## src/rtl/icu_pkg.sv

```systemverilog
//------------------------------------------------------------------------------
// Module : icu_pkg
// Brief  : Shared ICU types and sizing constants for the program sequencer.
// Rev    : 1.0
//------------------------------------------------------------------------------
`default_nettype none

package icu_pkg;

  localparam int PC_W      = 8;
  localparam int RET_DEPTH = 4;
  localparam int DEPTH_W   = $clog2(RET_DEPTH + 1);

  typedef enum logic [3:0] {
    NOPO = 4'h0, LD   = 4'h1, LDC  = 4'h2, AND  = 4'h3,
    ANDC = 4'h4, OR   = 4'h5, ORC  = 4'h6, XNOR = 4'h7,
    STO  = 4'h8, STOC = 4'h9, IEN  = 4'hA, OEN  = 4'hB,
    JMP  = 4'hC, RTN  = 4'hD, SKZ  = 4'hE, NOPF = 4'hF
  } instruction_t;

  localparam logic [0:0] ST_RUN  = 1'b0;
  localparam logic [0:0] ST_HALT = 1'b1;

endpackage

`default_nettype wire

```

## src/rtl/icu_ret_stack.sv

```systemverilog
//------------------------------------------------------------------------------
// Module : icu_ret_stack
// Brief  : Fixed-depth return-address stack; push on full / pop on empty ignored.
// Rev    : 1.0
//------------------------------------------------------------------------------
`default_nettype none

module icu_ret_stack
  import icu_pkg::*;
(
  input  logic            clk,
  input  logic            rst,
  input  logic            push,
  input  logic            pop,
  input  logic [PC_W-1:0] push_addr,
  output logic            full,
  output logic            empty,
  output logic [PC_W-1:0] top
);

  localparam int IDX_W = $clog2(RET_DEPTH);

  logic [PC_W-1:0]    mem_q [RET_DEPTH];
  logic [PC_W-1:0]    mem_d [RET_DEPTH];
  logic [DEPTH_W-1:0] count_q, count_d;
  logic [IDX_W-1:0]   push_idx, top_idx;

  assign full     = (count_q == DEPTH_W'(RET_DEPTH));
  assign empty    = (count_q == '0);
  assign push_idx = count_q[IDX_W-1:0];
  assign top_idx  = push_idx - IDX_W'(1);
  assign top      = mem_q[top_idx];

  always_comb begin
    mem_d   = mem_q;
    count_d = count_q;
    if (push && !full) begin
      mem_d[push_idx] = push_addr;
      count_d         = count_q + DEPTH_W'(1);
    end else if (pop && !empty) begin
      count_d = count_q - DEPTH_W'(1);
    end
  end

  always_ff @(posedge clk or posedge rst) begin
    if (rst) begin
      count_q <= '0;
      for (int k = 0; k < RET_DEPTH; k++) mem_q[k] <= '0;
    end else begin
      count_q <= count_d;
      mem_q   <= mem_d;
    end
  end

endmodule

`default_nettype wire

```

## src/rtl/icu_sequencer.sv

```systemverilog
//------------------------------------------------------------------------------
// Module : icu_sequencer
// Brief  : Program counter, RUN/HALT control, call/return and output latches.
// Rev    : 1.0
//------------------------------------------------------------------------------
`default_nettype none

module icu_sequencer
  import icu_pkg::*;
(
  input  logic              clk,
  input  logic              rst,
  output logic [PC_W-1:0]   prog_addr,
  input  logic [11:0]       prog_data,
  output instruction_t      i,
  output logic              data_in,
  input  logic [7:0]        in_port,
  input  logic              write,
  input  logic              data_out,
  input  logic              jmp,
  input  logic              rtn,
  input  logic              flag_o,
  input  logic              flag_f,
  input  logic              run,
  output logic [7:0]        out_port,
  output logic              halted,
  output logic              stack_err
);

  logic [0:0]      state_q, state_d;
  logic [PC_W-1:0] pc_q, pc_d, pc_inc;
  logic [7:0]      out_q, out_d;
  logic            call_pend_q, call_pend_d;
  logic            err_q, err_d;
  logic            push, pop, stk_full, stk_empty;
  logic [PC_W-1:0] stk_top;

  assign pc_inc    = pc_q + PC_W'(1);
  assign i         = instruction_t'(prog_data[11:8]);
  assign data_in   = in_port[prog_data[2:0]];
  assign prog_addr = pc_q;
  assign out_port  = out_q;
  assign stack_err = err_q;

  icu_ret_stack u_ret_stack (
    .clk       (clk),
    .rst       (rst),
    .push      (push),
    .pop       (pop),
    .push_addr (pc_inc),
    .full      (stk_full),
    .empty     (stk_empty),
    .top       (stk_top)
  );

  always_ff @(posedge clk or posedge rst) begin
    if (rst) state_q <= ST_RUN;
    else     state_q <= state_d;
  end

  always_comb begin
    state_d = state_q;
    if (state_q == ST_RUN) begin
      if (!rtn && !jmp && flag_o) state_d = ST_HALT;
    end else if (run) begin
      state_d = ST_RUN;
    end
  end

  always_comb begin
    halted = (state_q == ST_HALT);
  end

  // PC priority in RUN: rtn > jmp > flag_o > increment
  always_comb begin
    pc_d        = pc_q;
    out_d       = out_q;
    call_pend_d = call_pend_q;
    err_d       = err_q;
    push        = 1'b0;
    pop         = 1'b0;
    if (state_q == ST_RUN) begin
      call_pend_d = flag_f;
      if (write) out_d[prog_data[2:0]] = data_out;
      if (rtn) begin
        if (stk_empty) begin
          pc_d  = '0;
          err_d = 1'b1;
        end else begin
          pc_d = stk_top;
          pop  = 1'b1;
        end
      end else if (jmp) begin
        pc_d = prog_data[7:0];
        if (call_pend_q) begin
          if (stk_full) err_d = 1'b1;
          else          push  = 1'b1;
        end
      end else if (!flag_o) begin
        pc_d = pc_inc;
      end
    end else if (run) begin
      pc_d = pc_inc;
    end
  end

  always_ff @(posedge clk or posedge rst) begin
    if (rst) begin
      pc_q        <= '0;
      out_q       <= '0;
      call_pend_q <= 1'b0;
      err_q       <= 1'b0;
    end else begin
      pc_q        <= pc_d;
      out_q       <= out_d;
      call_pend_q <= call_pend_d;
      err_q       <= err_d;
    end
  end

endmodule

`default_nettype wire

```

## config.mk

```make
export PLATFORM = sky130hd
export DESIGN_NAME = icu_sequencer
export DESIGN_NICKNAME = d
export VERILOG_FILES = /design/src/rtl/icu_pkg.sv /design/src/rtl/icu_ret_stack.sv /design/src/rtl/icu_sequencer.sv
export SDC_FILE = /design/constraint.sdc
export NUM_CORES = 1
export LEC_CHECK = 0
export CORE_MARGIN = 2
export CORE_UTILIZATION = 45
export CTS_BUF_LIST = sky130_fd_sc_hd__clkbuf_2 sky130_fd_sc_hd__clkbuf_4 sky130_fd_sc_hd__clkbuf_8
export CTS_CLUSTER_SIZE = 28
export DETAILED_ROUTE_END_ITERATION = 16
export PLACE_DENSITY = 0.79
export SYNTH_ARGS = -nofsm -noshare
export SYNTH_HDL_FRONTEND = slang
export SYNTH_HIERARCHICAL = 1
export SYNTH_SLANG_ARGS = --single-unit
```

## constraint.sdc

```tcl
create_clock -name clk -period 4.5 [get_ports clk]
set_clock_uncertainty 0.1 [all_clocks]
set_input_delay 0.9 -clock clk [delete_from_list [all_inputs] [get_ports clk]]
set_output_delay 0.9 -clock clk [all_outputs]
set_load 0.02 [all_outputs]
```

==> results.py <==
metrics = {
    "outcome": {
        "outcome": "finished clean",
    },
    "synthesis": {
        "synth_top_cell_by_area": "dfrtp_1",
        "yosysMostFrequentCell": "dfrtp_1",
        "synthFlopType": "dfrtp_1",
        "ys_warn_count": 6,
        "avgSynthCellArea_sq_um": 12.8,
        "async_flop_share_pct": 100,
        "synth_cells": 225,
        "yosys-top-cells-area": "dfrtp_1, mux2_2, mux4_2, ha_1, a22oi_1",
        "yosys-top-cells-count": "dfrtp_1, mux2_2, inv_1",
        "synthesis.area_sq_um": 2890,
        "syn_nets": 260,
        "seq_area_frac_synth_pct": 46.8,
        "ys_ff_latch": 54,
        "ys_types": 44,
        "synth-edff-count": 0,
        "yosys.area.top_type_share_pct": 46.8,
    },
    "hold_path": {
        "hold_depth": 1,
        "hp-start": "stack_err",
        "hold_path.class": "flip-flop to flip-flop",
        "min_to": "stack_err",
    },
    "sta": {
        "worst_slew_pin_slew_ns": 0.791,
        "rsz0062_at_grt": "no",
        "drv_slew": 0,
        "fin_tns_setup_ns": 0,
        "final-setup-viol-count": 0,
        "timing.fmax_ghz": 0.261,
        "finalCriticalPeriod_ns": 3.83,
        "slew_headroom_pct": 47.2,
        "hold_viol": 0,
        "worst_slack_ns": 0.671,
        "fin_crit_sh_pct": 85.1,
    },
    "finish": {
        "fin_nets": 300,
        "drive_gt1_share_pct": 27.8,
        "diodes": 0,
        "final_cell_area_sq_um": 3500,
        "multiInputGateArea_sq_um": 1410,
        "regArea_sq_um": 1350,
        "finalNonFillerCells": 343,
        "fill_cells": 528,
        "areaGrowthSynthToFinish_pct": 21.3,
    },
    "placed_design": {
        "hpwlAfterDp_microns": 4550,
        "gp_congestion": 0.782,
        "pre_cts_slack_ns": 0.573,
        "post_dp_cell_area_sq_um": 3360,
        "placed_cells_incl_taps": 335,
        "io_buffers": 43,
    },
    "cts": {
        "h-tree-depth": 2,
        "cts_repair_resize_count": 0,
        "clock_sinks": 54,
        "cts_tree": "done",
        "postCtsSetupRepairBufs": 0,
        "cts_max_path_buffers": 2,
        "clk_latency_ns": 0.31,
        "cts_buffers": 5,
        "clockRootBuffer": "clkbuf_8",
        "hold_buffers": 0,
        "path_clk_slew_ns": 0.10,
    },
    "critical_path": {
        "cp-start-kind": "primary input",
        "crit_slowest_cell": "clkdlybuf4s50_1",
        "crit_buf_inv": 2,
        "r2r-start": "u_ret_stack/count_q[0]",
        "path_max_fanout": 5,
        "r2r_end": "u_ret_stack/count_q[2]",
        "max_stage_delay_ns": 0.59,
        "rrSetupSlack_ns": 1.03,
        "crit_family": "buffers and inverters",
        "arrival_ns": 2.83,
        "cp_common_cell": "clkdlybuf4s50_1",
        "reg2reg_depth": 11,
        "worstSetupPathType": "primary input to output pin",
        "crit_chain": "clkdlybuf4s50_1 > mux4_2 > mux2_2 > clkdlybuf4s50_1",
        "required_ns": 3.50,
        "crit_path_end_kind": "output pin",
    },
    "drt": {
        "via_per_inst": 5.78,
        "drc": 0,
        "avgRoutedWirePerCell_microns": 18.8,
        "drt_iter0_drc": 102,
        "vias": 1982,
        "drt_wl_total_microns": 6460,
        "ant_nets": 0,
        "dr.pass1.iters": 4,
    },
    "floorplanning": {
        "pin_count": 52,
        "core_sq_um": 6280,
        "fp.dieW_microns": 84.1,
        "dieHeight_microns": 84.1,
        "initial_utilization_pct": 46.0,
        "dieArea_sq_um": 7070,
        "rows": 29,
    },
    "run": {
        "maxCapViolations": 0,
    },
    "grt": {
        "grt_usage_pct": 18.8,
        "grt_pass1_wl_microns": 10300,
        "grt.overflow.total": 0,
        "grt_max_degree": 36,
        "grt_pass1_vias": 2023,
        "grt_antenna_before_repair": 0,
    },
    "power": {
        "max-vdd-ir-drop_v": 0.000259,
        "leakage_nw": 1.56,
        "power_density_nw_per_um2": 593,
    },
}
==> through the flow <==
stage,power [mW],util [%],hold WS [ns]
2_1_floorplan,1.41,-,0.374
3_3_place_gp,1.66,53.5,0.340
3_5_place_dp,1.69,53.5,0.371
4_1_cts,2.10,55.8,0.394
5_1_grt,2.20,55.8,0.419
6_report,2.08,55.8,0.386
==> cells in the final DEF, fill, tap and decap left out, types with 2 or more instances in the layout <==
master and n:
a21oi_1 2, a22o_1 4, a22oi_1 8, and2_1 2
and3_1 5, buf_4 3, bufinv_16 2, clkbuf_8 6
clkdlybuf4s50_1 43, dfrtp_1 54, ha_1 5, inv_1 12
mux2_2 43, mux4_2 10, nand2_1 5, nand2_4 3
nand3_1 5, nand3b_1 4, nor2_1 4, nor2b_1 4
nor3b_1 3, o21ai_0 9, o2bb2ai_1 2, o32ai_1 3
xnor2_1 5, xor2_1 3
==> layer usage <==
layer	GRT usage (%)	wire length, microns	up-vias
met3	4.25	313	5
met1	25.0	2980	1021
met5	0	0	-
met4	5.87	55	0
met2	30.6	3120	53
li1	-	-	903
==> registers in the layout, summed over array words and instances, names as in the netlist <==
name,cells
out_port,8
call_pend_q,1
u_ret_stack/mem_q,32
u_ret_stack/count_q,3
prog_addr,8
stack_err,1
halted,1
==> how the worst max path moves through the flow <==
stage,from,cells past startpoint,end,slack [ns]
3_3_place_gp,prog_data[0],4,data_in,0.70
5_1_grt,prog_data[0],4,data_in,0.61
3_5_place_dp,rtn,9,u_ret_stack/count_q[2],0.57
6_report,prog_data[0],4,data_in,0.67
2_1_floorplan,jmp,9,u_ret_stack/count_q[2],1.25
4_1_cts,prog_data[0],4,data_in,0.66
==> layout make-up <==
cell class / instances / share of cell area, %
Multi-Input combinational cell: 146 / 40.4
Sequential cell: 54 / 38.6
Timing Repair Buffer: 46 / 12.9
Tap cell: 77 / 2.75
Clock buffer: 6 / 2.36
Clock inverter: 2 / 1.71
Inverter: 12 / 1.29
==> kinds of logic after synthesis <==
group / synth area share (%)
flops: 46.8
mux: 24.6
simple gates: 8.93
compound gates: 10.2
buf+inv: 4.20
xor+xnor: 2.43
fa+ha+maj: 2.86
==> power breakdown <==
group	internal, mW	leakage, nW	switching [mW]	total (mW)
combinational	0.471	0.793	0.406	0.876
sequential	0.661	0.693	0.144	0.805
clock	0.237	0.0714	0.159	0.397
total	1.37	1.56	0.709	2.08
Note: power is estimated with default switching activity, not from simulation.
